--- config.mk ---
export PLATFORM = sky130hd
export DESIGN_NAME = down_timer_flat
export DESIGN_NICKNAME = d
export VERILOG_FILES = /design/src/rtl/down_timer_if.sv /design/src/rtl/down_timer.sv /design/src/flat_wrapper.sv
export SDC_FILE = /design/constraint.sdc
export NUM_CORES = 1
export LEC_CHECK = 0
export ABC_AREA = 1
export BUFFER_PORTS_ARGS = -buffer_cell sky130_fd_sc_hd__buf_4
export CORE_MARGIN = 1.5
export CORE_UTILIZATION = 40
export CTS_CLUSTER_SIZE = 28
export DETAILED_ROUTE_END_ITERATION = 6
export SYNTH_ARGS = -nofsm -noshare
export SYNTH_HDL_FRONTEND = slang
export SYNTH_SLANG_ARGS = --single-unit
--- constraint.sdc ---
create_clock -name clk -period 1.72 [get_ports clk]
set_clock_uncertainty 0.05 [all_clocks]
set_input_delay 0.172 -clock clk [delete_from_list [all_inputs] [get_ports clk]]
set_output_delay 0.172 -clock clk [all_outputs]
set_load 0.02 [all_outputs]
--- src/rtl/down_timer_if.sv ---
// Handshake bundle for the down-counting interval timer.
// Master drives control and period; slave returns count and status.
interface down_timer_if #(
    parameter int WIDTH = 8,
    parameter int EVW   = 8
);
    logic             start;
    logic             stop;
    logic             periodic;
    logic [WIDTH-1:0] load_val;
    logic [WIDTH-1:0] count;
    logic             tzero;
    logic             busy;
    logic             expired;
    logic [EVW-1:0]   events;

    modport master (
        output start,
        output stop,
        output periodic,
        output load_val,
        input  count,
        input  tzero,
        input  busy,
        input  expired,
        input  events
    );

    modport slave (
        input  start,
        input  stop,
        input  periodic,
        input  load_val,
        output count,
        output tzero,
        output busy,
        output expired,
        output events
    );
endinterface

--- src/rtl/down_timer.sv ---
// Programmable down-counting interval timer: one-shot or auto-reload,
// one-cycle terminal-count pulse and saturating expiry counter.
module down_timer #(
    parameter int WIDTH = 8,
    parameter int EVW   = 8
) (
    input  logic        clk,
    input  logic        reset,
    down_timer_if.slave bus
);

    typedef enum logic [1:0] {
        IDLE = 2'd0,
        RUN  = 2'd1,
        DONE = 2'd2
    } state_t;

    state_t           state;
    logic [WIDTH-1:0] reload;
    logic             mode;
    logic [WIDTH-1:0] count;
    logic             tzero;
    logic             busy;
    logic             expired;
    logic [EVW-1:0]   events;

    logic             accept;
    logic             last;
    logic [EVW-1:0]   events_inc;

    // A start is only honoured with a non-zero period and no stop.
    assign accept = bus.start && !bus.stop && (bus.load_val != '0);

    // Terminal count: the next RUN edge expires the period.
    assign last = (count == WIDTH'(1));

    // Expiry counter sticks at all-ones instead of wrapping.
    assign events_inc = (events == '1) ? events : events + EVW'(1);

    // Single FSM: stop beats start, start beats expiry, outputs registered.
    always_ff @(posedge clk or posedge reset) begin
        if (reset) begin
            state   <= IDLE;
            reload  <= '0;
            mode    <= 1'b0;
            count   <= '0;
            tzero   <= 1'b0;
            busy    <= 1'b0;
            expired <= 1'b0;
            events  <= '0;
        end else if (bus.stop) begin
            state   <= IDLE;
            count   <= '0;
            tzero   <= 1'b0;
            busy    <= 1'b0;
            expired <= 1'b0;
        end else if (accept) begin
            state   <= RUN;
            reload  <= bus.load_val;
            mode    <= bus.periodic;
            count   <= bus.load_val;
            events  <= '0;
            tzero   <= 1'b0;
            busy    <= 1'b1;
            expired <= 1'b0;
        end else begin
            unique case (state)
                RUN: begin
                    if (last) begin
                        tzero  <= 1'b1;
                        events <= events_inc;
                        if (mode) begin
                            count <= reload;
                        end else begin
                            count   <= '0;
                            state   <= DONE;
                            busy    <= 1'b0;
                            expired <= 1'b1;
                        end
                    end else begin
                        count <= count - WIDTH'(1);
                        tzero <= 1'b0;
                    end
                end
                DONE: begin
                    tzero <= 1'b0;
                end
                default: begin
                    tzero <= 1'b0;
                end
            endcase
        end
    end

    assign bus.count   = count;
    assign bus.tzero   = tzero;
    assign bus.busy    = busy;
    assign bus.expired = expired;
    assign bus.events  = events;

endmodule

--- src/flat_wrapper.sv ---
// flat-port wrapper written by rule: the top's interface ports become plain ports
module down_timer_flat 
#(
    parameter int WIDTH = 8,
    parameter int EVW   = 8
)
  (clk, reset, bus_start, bus_stop, bus_periodic, bus_load_val, bus_count, bus_tzero, bus_busy, bus_expired, bus_events);
  down_timer_if #(.WIDTH(WIDTH), .EVW(EVW)) bus_i ();
  input  logic clk;
  input  logic reset;
  input wire logic [$bits(bus_i.start)-1:0] bus_start;
  input wire logic [$bits(bus_i.stop)-1:0] bus_stop;
  input wire logic [$bits(bus_i.periodic)-1:0] bus_periodic;
  input wire logic [$bits(bus_i.load_val)-1:0] bus_load_val;
  output wire logic [$bits(bus_i.count)-1:0] bus_count;
  output wire logic [$bits(bus_i.tzero)-1:0] bus_tzero;
  output wire logic [$bits(bus_i.busy)-1:0] bus_busy;
  output wire logic [$bits(bus_i.expired)-1:0] bus_expired;
  output wire logic [$bits(bus_i.events)-1:0] bus_events;
  assign bus_i.start = bus_start;
  assign bus_i.stop = bus_stop;
  assign bus_i.periodic = bus_periodic;
  assign bus_i.load_val = bus_load_val;
  assign bus_count = bus_i.count;
  assign bus_tzero = bus_i.tzero;
  assign bus_busy = bus_i.busy;
  assign bus_expired = bus_i.expired;
  assign bus_events = bus_i.events;
  down_timer #(.WIDTH(WIDTH), .EVW(EVW)) u_core (.clk(clk), .reset(reset), .bus(bus_i));
endmodule
=== Yosys cells after proc, flatten, opt, wreduce, memory -nomap -nowiden ===
Cells that the tools add are included.

* Logic and storage cells: 55
* Latch bits: 0
* Input port bits: 13
* Memories: 0
* Bits in registers: 30
* RAM bits: 0
* Output and inout bits: 19
* ROM bits: 0

* Equality and inequality tests: 5
* Bitwise gates (word level): 1
* Div/mod/pow operators: 0
* $mul: 0
* Reduce and logical (&&, ||, !) cells: 11
* Shifts and indexed selects: 0
* Add/subtract/negate cells: 2
* Order comparisons: 0
* Multiplexer cells: 28

{| class="wikitable"
|+ Operators with widths
! cell !! number
|-
| $mux W8 || 9
|-
| $mux W1 || 14
|-
| $mux W2 || 5
|-
| $add A8 B1 Y8 const B || 1
|-
| $eq A8 B1 Y1 const B || 1
|-
| $eq A8 B8 Y1 const B || 1
|-
| $reduce_bool A8 Y1 || 1
|-
| $sub A8 B1 Y8 const B || 1
|-
| $reduce_bool A3 Y1 || 2
|-
| $reduce_and A4 Y1 || 1
|-
| $reduce_bool A2 Y1 || 2
|-
| $ne A3 B3 Y1 const B || 1
|-
| $reduce_and A3 Y1 || 1
|-
| $eq A2 B1 Y1 const B || 1
|-
| $logic_and A1 B1 Y1 || 2
|-
| $ne A2 B1 Y1 const B || 1
|-
| $reduce_and A2 Y1 || 1
|-
| $logic_not A1 Y1 || 1
|-
| $not A1 Y1 || 1
|}

=== Longest topological paths before layout ===
Gate-level depths: netlist of run 1.

* Word-level depth: 5
* Mapped depth: 10
* Mapped depth without buffers: 10

=== Least setup slack after synthesis of run 1 ===
No wires, ideal clock.

* Path type: register to register
* From: register u_core.count[1], in the netlist u_core.bus.count[1]
* To: register u_core.events[0], in the netlist u_core.bus.events[0]
* Arrival time: 1.437 ns
* Slack: 0.116 ns
* Data required time: 1.552 ns
* Period minus slack after synthesis: 1.604 ns
* Stages on the path, launching flop included: 10
* Cell sequence: dfrtp_1 > inv_1 > ha_1 > nand3_2 > nor2_8 > nand2_4 > nor2_8 > inv_4 > nor2_1 > nor2_1

* Word-level cells in the longest chain between the ends: 3

{| class="wikitable"
|+ RTL lines
! item !! RTL line !! text
|-
| start: declaration || down_timer.sv:21 || <nowiki>logic [WIDTH-1:0] count;</nowiki>
|-
| start signal: assignment || down_timer.sv:61 || <nowiki>count <= bus.load_val;</nowiki>
|-
| start signal: assignment || down_timer.sv:73 || <nowiki>count <= reload;</nowiki>
|-
| start signal: assignment || down_timer.sv:81 || <nowiki>count <= count - WIDTH'(1);</nowiki>
|-
| $eq A8 B1 Y1 || down_timer.sv:35 || <nowiki>assign last = (count == WIDTH'(1));</nowiki>
|-
| $reduce_bool A2 Y1 (no line) || -- ||
|-
| $reduce_and A4 Y1 (no line) || -- ||
|-
| end signal: assignment || down_timer.sv:71 || <nowiki>events <= events_inc;</nowiki>
|-
| end: declaration || down_timer.sv:25 || <nowiki>logic [EVW-1:0] events;</nowiki>
|}

No other way between the ends.
A chain may end at the register's enable or synchronous reset.

=== Worst setup path after layout of run 1 ===
Ends and elaborated chain as after synthesis.

==> metrics list, run 1 <==
- Outcome: completed
- I/O Pins: 32
- The number of failing hold endpoints at the final stage is 0.
* Number of antenna repair diodes: 0
- After detailed routing, the total wire length is just under 4 mm.
* Setup Viol. Count Final: 0
- Largest net degree at the start of global routing: 29
* Gp weighted congestion: around 0.75
- Critical path peak fanout: 9
* Number of DRC violations after detailed-routing iteration 0: 66
* Commonest non-fill, non-tap cell in the layout: sky130_fd_sc_hd__nand2_1
* Switching part of the total power: a little under two fifths
- For the worst setup path, the data arrival time is approximately 1.7 ns.
- Utilization after layout: 53.06%
- Post-DRT Antenna Nets: 0
- Fin. max-slew vios: 0
- The total area inside the core boundary comes to 4086 µm².
- Number of stages on the worst hold path: 3
- Average vias per placed instance: 4.752
- The number of clock buffers added by TritonCTS is 3.
- After synthesis the cells add up to 1744 µm².
- The number of global-route vias before repair was between 1500 and 2000.
* Tightest Pin Transition: around 0.38 ns
- Unrepaired setup endpoints after global routing: no
- By area, the combinational part of the netlist is dominated by simple AND/OR/NAND/NOR gates.
* Die W: 69.04 µm
* Clk root buf: sky130_fd_sc_hd__clkbuf_8
- Finished Cell Area: 2168 µm²
- Clock tree from TritonCTS: built
- Kind of start point of the critical path: register
- Clock Pin Slew Worst Setup and Hold Paths: roughly 0.10 ns
- Area fraction of the dominant cell type after synthesis: approximately two fifths
- Combinational cells account for approximately two fifths of the total power.
* Starting Density: ~43%
- Area of combinational cells with multiple inputs: 898.4 µm²
- Of the available clock period, the critical path in the final layout requires 90.52%.
* Area taken by flip-flops and latches: around 700 µm²
* Net count, final: between 200 and 300
- Post-synthesis area per instance: 7.298 µm²
* Share of layout cells above drive strength 1: between 20% and 30%
- Before antenna repair, the detailed router went through 4 iterations.
- Across the run, the number of max-cap violations was 0.
- Biggest area contributors in the synthesized netlist: sky130_fd_sc_hd__dfrtp_1, sky130_fd_sc_hd__nand2_1, sky130_fd_sc_hd__nand3_1, sky130_fd_sc_hd__inv_1, sky130_fd_sc_hd__nor2_1
- In the synthesized netlist, mux cells make up 0% of the area.
- TritonCTS sink count: 28
* Die Y: about 70 µm
- The synthesized netlist devotes 6.026% of its cell area to compound gates.
- Area share of fa/ha/maj cells after synthesis: 2.152%
- The synthesized netlist devotes about two fifths of its cell area to simple gates.
- The library cells used most frequently in the layout, excluding fill and tap cells, are sky130_fd_sc_hd__nand2_1, sky130_fd_sc_hd__buf_4, sky130_fd_sc_hd__nand3_1, sky130_fd_sc_hd__inv_1, sky130_fd_sc_hd__dfrtp_1.
* Relative contribution of the clock network to total power: between 20% and 30%
- CP Capture Type: register
* Number of cell instances on the worst register-to-register path: 9
- For this run the aggregate overflow at the end of global routing stands at 0.
* Total power per unit cell area: roughly 960 nW/µm²
* Mapped Nets: 255
- Counting the fill cells in the layout gives around 420.
- Power share of the sequential group: between 40% and 50%
* Placed cell areas: around 2100 µm²
- R2R Setup Slk: between 0.15 and 0.2 ns
- H-tree Lvls: 1
- The initial antenna violation count was 0.
- For this run, the total global-route usage over all layers was measured as roughly 17%.
- In this run the core area contains 23 standard-cell rows.
* Cell-internal power: 1.283 mW
- Post-detailed-route wirelength per cell: roughly 12 µm
- Worst voltage drop across the vdd grid: approximately 0.43 mV
* Highest attainable clock frequency: approximately 0.64 GHz
* Clock Tree Buf Depth: 2
- For this design the total switching power over the nets is about 0.8 mW.
* Number of synthesized register bits: 28
- At the worst endpoint, the required time is between 1.5 and 2 ns.
- Die area: around 4800 µm²
- The critical path is of the register to register type.
* Post-synth top area cell: sky130_fd_sc_hd__dfrtp_1
* Detailed-placement wirelength estimate: around 3.1 mm
* Post-synthesis share of cell area spent on xor and xnor gates: under 10%
- Type of the tightest min-delay check: input port to register
* Total number of yosys warnings: 0
- After synthesis, flip-flops and latches occupy between 40% and 50% of the total area.
- In the routed design, unresolved DRC markers number 0.
* First-pass GRT wire length: 6.844 mm
- In this run the critical register-to-register path is captured at u_core.bus.events[0].
- Number of distinct library cell variants in the gate-level netlist after synthesis: 25
* Total number of vias: between 1500 and 2000
* Launch point of the critical path: u_core.bus.count[1]
- The path with the worst hold slack has its endpoint at u_core.mode.
- After routing, the total negative slack on setup checks comes to 0 ns.
- Area grow syn2layout: 24.32%
- Max-Slew Margin vs Limit: roughly three quarters
- Later-pin clock latency in the skew report: about 0.28 ns
- Counting I/O delays and the setup requirement, the final critical path takes 1.557 ns.
* Leakage power figure: around 1.2 nW
* Port Buffer Count: 31
- In this run the most critical hold path is launched from bus_periodic.
- Reg2Reg Launch Point: u_core.bus.count[1]
- Post-Syn Instances: roughly 240
-- registers in the layout, summed over array words and instances, names as in the netlist --
name / cells
u_core.state: 2
u_core.reload: 8
u_core.bus.tzero: 1
u_core.mode: 1
u_core.bus.count: 8
u_core.bus.events: 8
-- layout make-up --
type / instances / area share, %
timing repair buffer: 43 / 15.00
inverter: 33 / 5.828
clock buffer: 4 / 2.539
tap: 50 / 2.885
sequential: 28 / 32.31
multi-input combinational: 173 / 41.43
-- timing repair --
item,CTS,global route
hold endpoints to repair,28,0
setup buffers,0,4
hold buffers,1,0
endpoints found under the setup margin,0,10
gates resized for setup,0,3
-- kinds of logic (layout without fill, tap and decap cells) --
| group | Yosys count | in the layout |
|---|---|---|
| AOI/OAI and AO/OA | 17 | 17 |
| DFF | 28 | 28 |
| adders and majority gates | 3 | 3 |
| buffers and inverters | 38 | 80 |
| and+or+nand+nor | 148 | 148 |
| xor gates and xnor gates | 5 | 5 |
-- power groups by stage --
stage | logic (mW) | clock network (mW) | registers [mW]
CTS | 0.801 | 0.439 | 0.850
global route | 0.912 | 0.464 | 0.868
floorplan | 0.490 | 0 | 0.919
detailed placement | 0.796 | 0 | 0.863
global placement | 0.792 | 0 | 0.862
finish | 0.813 | 0.419 | 0.850
-- stage by stage --
stage	setup WS (ns)	hold WS (ns)	total power, mW	std cells
floorplan	0.1156	0.1874	1.409	239
global route	0.02402	0.05797	2.243	331
global placement	0.1270	0.2235	1.654	322
CTS	0.08262	0.05428	2.090	327
detailed placement	0.1030	0.2304	1.660	322
finish	0.1630	0.05711	2.082	331
-- metal layers --
metal / track usage, % / routed length (µm)
met2: 30.34 / 1931
met5: 0 / 0
met1: 22.37 / 1888
met3: 2.485 / 98
met4: 3.922 / 37
-- worst max-delay path, stage by stage, from the launching register on --
cell and delay (ns):
sky130_fd_sc_hd__dfrtp_1 0.41, sky130_fd_sc_hd__inv_2 0.08, sky130_fd_sc_hd__ha_1 0.16, sky130_fd_sc_hd__nand3_2 0.13
sky130_fd_sc_hd__nor2_8 0.15, sky130_fd_sc_hd__nand2_4 0.08, sky130_fd_sc_hd__nor2_8 0.15, sky130_fd_sc_hd__inv_4 0.08
sky130_fd_sc_hd__nor2_1 0.10, sky130_fd_sc_hd__nor2_1 0.05
-- synth_stat cells --
master,number
sky130_fd_sc_hd__buf_2,2
sky130_fd_sc_hd__buf_4,2
sky130_fd_sc_hd__clkbuf_1,1
sky130_fd_sc_hd__dfrtp_1,28
sky130_fd_sc_hd__ha_1,3
sky130_fd_sc_hd__inv_1,31
sky130_fd_sc_hd__inv_2,1
sky130_fd_sc_hd__inv_4,1
sky130_fd_sc_hd__nand2_1,71
sky130_fd_sc_hd__nand2_2,1
sky130_fd_sc_hd__nand2_4,3
sky130_fd_sc_hd__nand3_1,35
sky130_fd_sc_hd__nand3_2,1
sky130_fd_sc_hd__nand3b_1,2
sky130_fd_sc_hd__nand4_1,4
sky130_fd_sc_hd__nor2_1,24
sky130_fd_sc_hd__nor2_2,2
sky130_fd_sc_hd__nor2_4,2
sky130_fd_sc_hd__nor2_8,2
sky130_fd_sc_hd__nor3_1,1
sky130_fd_sc_hd__o21a_1,8
sky130_fd_sc_hd__o21ai_0,4
sky130_fd_sc_hd__o21ai_1,5
sky130_fd_sc_hd__xnor2_1,1
sky130_fd_sc_hd__xor2_1,4
-- how the worst max path moves through the flow --
stage                           endpoint  slack (ns)  cells after the start
detailed placement  u_core.bus.events[0]        0.10                      9
global route        u_core.bus.events[3]        0.02                     10
floorplan           u_core.bus.events[0]        0.12                      9
CTS                 u_core.bus.events[0]        0.08                      9
finish              u_core.bus.events[0]        0.16                      9
global placement    u_core.bus.events[0]        0.13                      9
(Power assumes the default switching activity.)
==> run 2: changes to the inputs <==
--- a/config.mk
+++ b/config.mk
@@ -11,6 +11,7 @@
 export CORE_UTILIZATION = 40
 export CTS_CLUSTER_SIZE = 28
 export DETAILED_ROUTE_END_ITERATION = 6
+export SETUP_SLACK_MARGIN = 0.3
 export SYNTH_ARGS = -nofsm -noshare
 export SYNTH_HDL_FRONTEND = slang
 export SYNTH_SLANG_ARGS = --single-unit
==> metrics list, run 2 (synthesis results as in run 1) <==
- The number of sinks driven by the clock tree is 28 (unchanged).
- Final cycle utilization of the critical path: 83.02% (-7.5 points)
* Net count, final: 311 (+4.4%)
- Area taken by flip-flops and latches: 710.7 µm² (+1.4%)
* Critical path peak fanout: 10 (+1)
- The total internal power was 1.394 mW (+8.6%).
* Total core area: 4086 µm² (unchanged)
* Clock Tree Buf Depth: 2 (unchanged)
* TritonRoute pass-1 iters: 4 (unchanged)
- The library cell used most frequently in the layout, excluding fill and tap cells, is sky130_fd_sc_hd__nand2_1.
- The static power due to leakage came to 1.285 nW (+6.1%).
- Total GRT Usage: 19.06% (+1.8 points)
* Number of stages on the worst hold path: 3 (unchanged)
- Final global-route overflow total: 0 (unchanged)
- The arrival time of data at the critical path endpoint was 1.55 ns (-0.13 ns).
- Clock tree synthesis selected as its root buffer the cell sky130_fd_sc_hd__clkbuf_8.
* Utilization after layout: 58.88% (+5.8 points)
- The timing-limited maximum frequency came to 0.7003 GHz (+9.0%).
* Via count of the first global-routing pass: 1503 (-1.1%)
- Time the final worst path needs with I/O delays and setup: 1.428 ns (-0.1290 ns)
- Area of combinational cells with multiple inputs: 1012 µm² (+13%)
- Max Used Layer: met4
- First-pass GRT wire length: 7.424 mm (+8.5%)
- Tightest Pin Transition: 0.3799 ns (+0.001032 ns)
- Metal-1 WL: 2.304 mm (+22%)
* Average vias per placed instance: 4.765 (+0.26%)
* Post-DRT Antenna Nets: 0 (unchanged)
- The number of buffers created by CTS is 3 (unchanged).
- The final weighted congestion in routability-driven placement is 0.8088 (+7.6%).
- The number of diodes added for antenna fixing was 0 (unchanged).
* Later-pin clock latency in the skew report: 0.28 ns (about the same)
- Hold slack final: 0.06265 ns (+0.005543 ns)
* Kind of start point of the critical path: register
* Number of antenna violations at the first check in global routing: 0 (unchanged)
* Number of cell instances on the worst register-to-register path: 9 (unchanged)
- The initial DRC count is 107 (+62%).
* Total power per unit cell area: 950.0 nW/µm² (-1.1%)
* Wire length reported by the detailed router: 4.449 mm (+12%)
- The full die area is 4766 µm² (unchanged).
- The number of design rule violations left after detail routing was 0 (unchanged).
- The number of failing hold endpoints at the final stage is 0 (unchanged).
- Total number of vias: 1639 (+4.2%)
- Die W: 69.04 µm (unchanged)
- CP Capture Type: register
- The largest registers in the layout are u_core.bus.count: 8 flops, u_core.bus.events: 8 flops, u_core.reload: 8 flops.
* Commonest cells after routing, fill and taps aside: sky130_fd_sc_hd__nand2_1, sky130_fd_sc_hd__buf_4, sky130_fd_sc_hd__inv_1, sky130_fd_sc_hd__nand3_1, sky130_fd_sc_hd__dfrtp_1
* Starting Density: 42.68% (unchanged)
* Wire length on met2: 2.015 mm (+4.4%)
* Accumulated negative setup slack: 0 ns (unchanged)
- Share of layout cells above drive strength 1: 33.67% (+12 points)
- The final count of negative-setup-slack endpoints is 0 (unchanged).
* Post-detailed-route wirelength per cell: 12.93 µm (+8.2%)
- The number of placed I/O pins is 32 (unchanged).
* Unrepaired setup endpoints after global routing: yes
* Critical path data required time: 1.84 ns (about the same)
* Type of the tightest min-delay check: input port to register
- The net switching fraction of the power came to 39.03% (+0.65 points).
- TritonCTS built the clock tree.
* Detailed-placement wirelength estimate: 3.058 mm (-0.62%)
- Net switching power: 0.8921 mW (+12%)
* Die Y: 69.04 µm (unchanged)
- Critical path class: register to register
- The max capacitance violation total was 0 (unchanged).
- Routed met3 length: 100 µm (+2.0%)
- Max-Slew Margin vs Limit: 74.50% (-0.24 points)
* H-tree Lvls: 1 (unchanged)
- Port Buffer Count: 31 (unchanged)
- Fill cell count: 391 (-7.6%)
- The number of standard-cell rows in the floorplan was 23 (unchanged).
* Clock Pin Slew Worst Setup and Hold Paths: 0.09 ns (about the same)
- The number of pins exceeding their max-slew limit in the final report is 0 (unchanged).
- The worst setup slack after placement was 0.1410 ns (+0.03799 ns).
* Combinational share of power: 43.9% (+4.8 points)
- Relative contribution of the clock network to total power: 18.2% (-1.9 points)
- The post-layout worst setup margin came to 0.2920 ns (+0.1290 ns).
* Outcome: completed
* Final total power: 2.286 mW (+9.8%)
- Compared with the post-synthesis result, the final layout area differs by 37.95%.
- The worst vdd rail ir drop came to 0.4095 mV (-5.8%).
* Largest net degree at the start of global routing: 29 (unchanged)
- The relative contribution of sequential cells to total power was 37.9% (-2.9 points).
## run 2: what timing repair did
| action | 4_1_cts | 5_1_grt |
|---|---|---|
| pin swaps | 7 | 7 |
| hold buffers | 1 | 0 |
| hold endpoints to repair | 28 | 0 |
| gates resized for setup | 10 | 17 |
| setup endpoints to repair | 17 | 18 |
| buffers inserted | 8 | 8 |
## run 2: final cells by class
type	instances	share of cell area, %
sequential	28	29.54
tap	50	2.600
inverter	33	5.460
multi-input combinational	173	42.07
clock buffer	4	2.288
timing repair buffer	56	18.04
## run 2: routing by layer
metal  vias to the layer above  track usage (%)
met2                        22            27.35
met4                         0            4.575
met5                         -                0
met3                         2            2.193
li1                        862                -
met1                       753            30.31
## run 2: critical path, cell delays in order (launching register included)
cell and delay (ns):
sky130_fd_sc_hd__dfrtp_2 0.46, sky130_fd_sc_hd__ha_4 0.18, sky130_fd_sc_hd__nand3_4 0.08, sky130_fd_sc_hd__inv_1 0.08
sky130_fd_sc_hd__nand2_4 0.14, sky130_fd_sc_hd__nor2_1 0.06, sky130_fd_sc_hd__nor2_1 0.12, sky130_fd_sc_hd__nand2_1 0.06
sky130_fd_sc_hd__nand2_1 0.06, sky130_fd_sc_hd__nand2_1 0.04
## run 2: metrics by stage
stage / instance area (µm²) / instances
final: 2406 / 344
after global routing: 2406 / 344
after CTS: 2277 / 336
after detailed placement: 2110 / 323
after global placement: 2110 / 323
after floorplan: 1783 / 239
## run 2: final timing paths
kind	startpoint	end	slack, ns
max	u_core.bus.count[0]	u_core.bus.count[5]	0.29
min	bus_periodic	u_core.mode	0.06
max reg2reg	u_core.bus.count[0]	u_core.bus.count[5]	0.29
min reg2reg	u_core.reload[4]	u_core.reload[4]	0.45
max in group asynchronous	reset	u_core.bus.count[1]	0.86
min in group asynchronous	reset	u_core.bus.events[5]	0.47
## run 2: power by group through the flow
stage	Sequential (mW)	Clock (mW)	Combinational, mW
after floorplan	0.930	0	0.504
after global placement	0.879	0	0.824
after detailed placement	0.881	0	0.820
after CTS	0.867	0.433	0.888
after global routing	0.878	0.463	1.12
final	0.867	0.416	1.00
==> run 3: changes to the inputs <==
==> constraint.sdc (replaced) <==
create_clock -name clk -period 1.3 [get_ports clk]
set_clock_uncertainty 0.05 [all_clocks]
set_input_delay 0.13 -clock clk [delete_from_list [all_inputs] [get_ports clk]]
set_output_delay 0.13 -clock clk [all_outputs]
set_load 0.02 [all_outputs]
==> metrics list, run 3 (synthesis results as in run 1) <==
- Outcome: finished with violations
- TritonCTS sink count: 28 (unchanged)
- The clock insertion delay at the later pin of the skew report is 0.28 ns (about the same).
- The total routed wirelength came to 5.116 mm (+15%).
- The flop-to-flop setup slack is -0.15 ns (-0.44 ns).
* Total GRT Usage: 21.00% (+1.9 points)
- The clock transition time at the flip-flop clock pins of the worst setup and hold paths is 0.10 ns (about the same).
* DRC violations left: 0 (unchanged)
- The x dimension of the die came to 69.04 µm (unchanged).
- Worst Slack Setup Final: -0.1524 ns (-0.4444 ns)
- The largest driver fanout on the critical path came to 9 (-1).
- The actual transition at the worst max-transition pin came to 0.4906 ns (+0.1107 ns).
- Setup Viol. Count Final: 18 (+18)
- H-tree Lvls: 1 (unchanged)
- Kind of start point of the critical path: register
- Endpoint of the worst register-to-register path: u_core.bus.events[1]
- The aggregate negative setup slack came to -2.050 ns (-2.050 ns).
- The worst setup slack after placement came to -0.1518 ns (-0.2928 ns).
* Leading registers by flop count: u_core.bus.count: 8 flops, u_core.bus.events: 8 flops, u_core.reload: 8 flops
* Count of standard-cell rows: 23 (unchanged)
- Clock Tree Buf Depth: 2 (unchanged)
- The worst endpoint required time came to 1.43 ns (-0.41 ns).
* Critical path class: register to register
- I/O Pins: 32 (unchanged)
* Number of violations of the max-capacitance limit: 0 (unchanged)
- The largest stage delay on the critical path was 0.44 ns (-0.02 ns).
- The number of logic stages on the critical path including buffering came to 9 (unchanged).
- The initial DRC count came to 82 (-23%).
* Inserted Clock Buffers: 3 (unchanged)
- Clock tree from TritonCTS: built
- The arrival time of data at the critical path endpoint was 1.58 ns (+0.03 ns).
* Number of stages on the worst hold path: 3 (unchanged)
- Hold_sp: bus_periodic
- Hold violation count in the final report: 0 (unchanged)
* Via count of the first global-routing pass: 1673 (+11%)
- The number of nets in the layout is 340 (+9.3%).
* List of cells traversed by the critical path: inv_4, ha_4, nand3_4, nor2_8, nand2_4, nor2_8, inv_6, nor2_1, nor2_1
- The total power divided by cell area was 1267 nW/µm² (+33%).
- Clk root buf: sky130_fd_sc_hd__clkbuf_8
* Die area: 4766 µm² (unchanged)
- Time the final worst path needs with I/O delays and setup: 1.452 ns (+0.02441 ns)
* Total core area: 4086 µm² (unchanged)
- Worst voltage drop across the vdd grid: 0.5297 mV (+29%)
- Final cycle utilization of the critical path: 111.7% (+29 points)
- Post-DRT Antenna Nets: 0 (unchanged)
- Non-filler cells, final: 373 (+8.4%)
- Hold slack final: 0.008542 ns (-0.05411 ns)
- Highest attainable clock frequency: 0.6885 GHz (-1.7%)
- The worst-case reg-to-reg path depth came to 9 (unchanged).
- The total buffers and inverters traversed by the critical path was 2 (+1).
- The worst register-to-register path begins at u_core.bus.count[1].
* Unrepaired setup endpoints after global routing: yes
- Category of cells accounting for the largest share of critical-path delay: simple AND/OR/NAND/NOR gates
- Total number of vias: 1820 (+11%)
* Die Y: 69.04 µm (unchanged)
- The wire length per cell after detailed routing was 13.72 µm (+6.1%).
- Number of cells in the design after placement: 356 (+10%)
- The number of pins exceeding their max-slew limit in the final report is 0 (unchanged).
- Fill cell count: 350 (-10%)
- The initial antenna violation count was 0 (unchanged).
- Violations in the final reports: negative setup slack
* Cell with the biggest individual delay on the critical path: sky130_fd_sc_hd__dfrtp_2
- Number of antenna repair diodes: 0 (unchanged)
* Starting Density: 42.68% (unchanged)
- The worst setup path is captured at a register.
- The sum of net half-perimeters after detailed placement is 3.492 mm (+14%).
- Type of the tightest min-delay check: input port to register
- TritonRoute pass-1 iters: 4 (unchanged)
- Share of layout cells above drive strength 1: 46.13% (+12 points)
- The pin count of the biggest net entering global routing is 29 (unchanged).
- Commonest cells after routing, fill and taps aside: sky130_fd_sc_hd__nand2_1, sky130_fd_sc_hd__buf_4, sky130_fd_sc_hd__buf_6, sky130_fd_sc_hd__inv_1, sky130_fd_sc_hd__dfrtp_1
- Max-Slew Margin vs Limit: 67.29% (-7.2 points)
* Leakage power figure: 1.481 nW (+15%)
- Leaving out fill and tap cells, the most frequent cell in the layout is sky130_fd_sc_hd__nand2_1.
- For hold timing, the worst endpoint is u_core.mode.
- The area growth from synthesis to layout is 62.55%.
- The total overflow reported by the global router came to 0 (unchanged).
* First-pass GRT wire length: 8.183 mm (+10%)
* Average vias per placed instance: 4.879 (+2.4%)
* Gp weighted congestion: 0.7964 (-1.5%)
* Port Buffer Count: 31 (unchanged)
run 3: cell types whose count changed in the layout (fill, tap and decap cells not counted), moves of 3 or more:
cell	delta
sky130_fd_sc_hd__nand3_2	+11
sky130_fd_sc_hd__o21ai_1	+3
sky130_fd_sc_hd__inv_1	-4
sky130_fd_sc_hd__buf_6	+29
sky130_fd_sc_hd__inv_2	+4
sky130_fd_sc_hd__o21ai_0	-3
sky130_fd_sc_hd__nand3_1	-10
sky130_fd_sc_hd__nor2_1	-4
run 3: worst max path at each step:
stage	startpoint	slack [ns]	to
floorplan	u_core.bus.count[1]	-0.18	u_core.bus.events[1]
detailed placement	u_core.bus.count[1]	-0.15	u_core.bus.events[0]
CTS	u_core.bus.count[2]	-0.13	u_core.bus.events[0]
global route	u_core.bus.count[1]	-0.24	u_core.bus.events[3]
global placement	u_core.bus.count[2]	-0.11	u_core.bus.events[0]
finish	u_core.bus.count[1]	-0.15	u_core.bus.events[1]
run 3: stage by stage:
stage / power (mW) / cell area, µm² / util, %
after global routing: 3.799 / 2835 / 69.38
after global placement: 2.457 / 2392 / 58.54
after CTS: 3.386 / 2681 / 65.62
after floorplan: 1.917 / 1815 / -
final: 3.592 / 2835 / 69.38
after detailed placement: 2.476 / 2392 / 58.54
run 3: worst register-to-register path: stages, from the launching register on:
cell,delay [ns]
sky130_fd_sc_hd__dfrtp_2,0.44
sky130_fd_sc_hd__inv_4,0.07
sky130_fd_sc_hd__ha_4,0.13
sky130_fd_sc_hd__nand3_4,0.09
sky130_fd_sc_hd__nor2_8,0.13
sky130_fd_sc_hd__nand2_4,0.08
sky130_fd_sc_hd__nor2_8,0.15
sky130_fd_sc_hd__inv_6,0.07
sky130_fd_sc_hd__nor2_1,0.09
sky130_fd_sc_hd__nor2_1,0.05
run 3: layer usage:
metal	vias up	part of all wire, %	track usage, %
met5	-	0	0
met4	0	1.5	5.882
met3	7	2.8	2.485
met2	31	47	31.94
met1	856	49	31.39
li1	926	-	-
run 3: power by group:
part	total [mW]	switching, mW	internal (mW)
logic	1.76	0.943	0.818
clock network	0.718	0.304	0.413
registers	1.11	0.118	0.995
total	3.59	1.37	2.23
run 3: timing repair:
item | in CTS | in global routing
endpoints found under the setup margin | 37 | 42
resized for setup | 41 | 33
hold buffers | 1 | 0
setup buffers | 9 | 3
pin swaps | 3 | 12
endpoints found under the hold margin | 28 | 0
run 3: final cells by class:
type | instances | area, µm² | area share [%]
multi-input combinational | 173 | 1086 | 38.31
timing repair buffer | 85 | 773.2 | 27.27
sequential | 28 | 710.7 | 25.07
inverter | 33 | 131.4 | 4.634
tap | 50 | 62.56 | 2.207
clock buffer | 3 | 41.29 | 1.456
clock inverter | 1 | 30.03 | 1.059
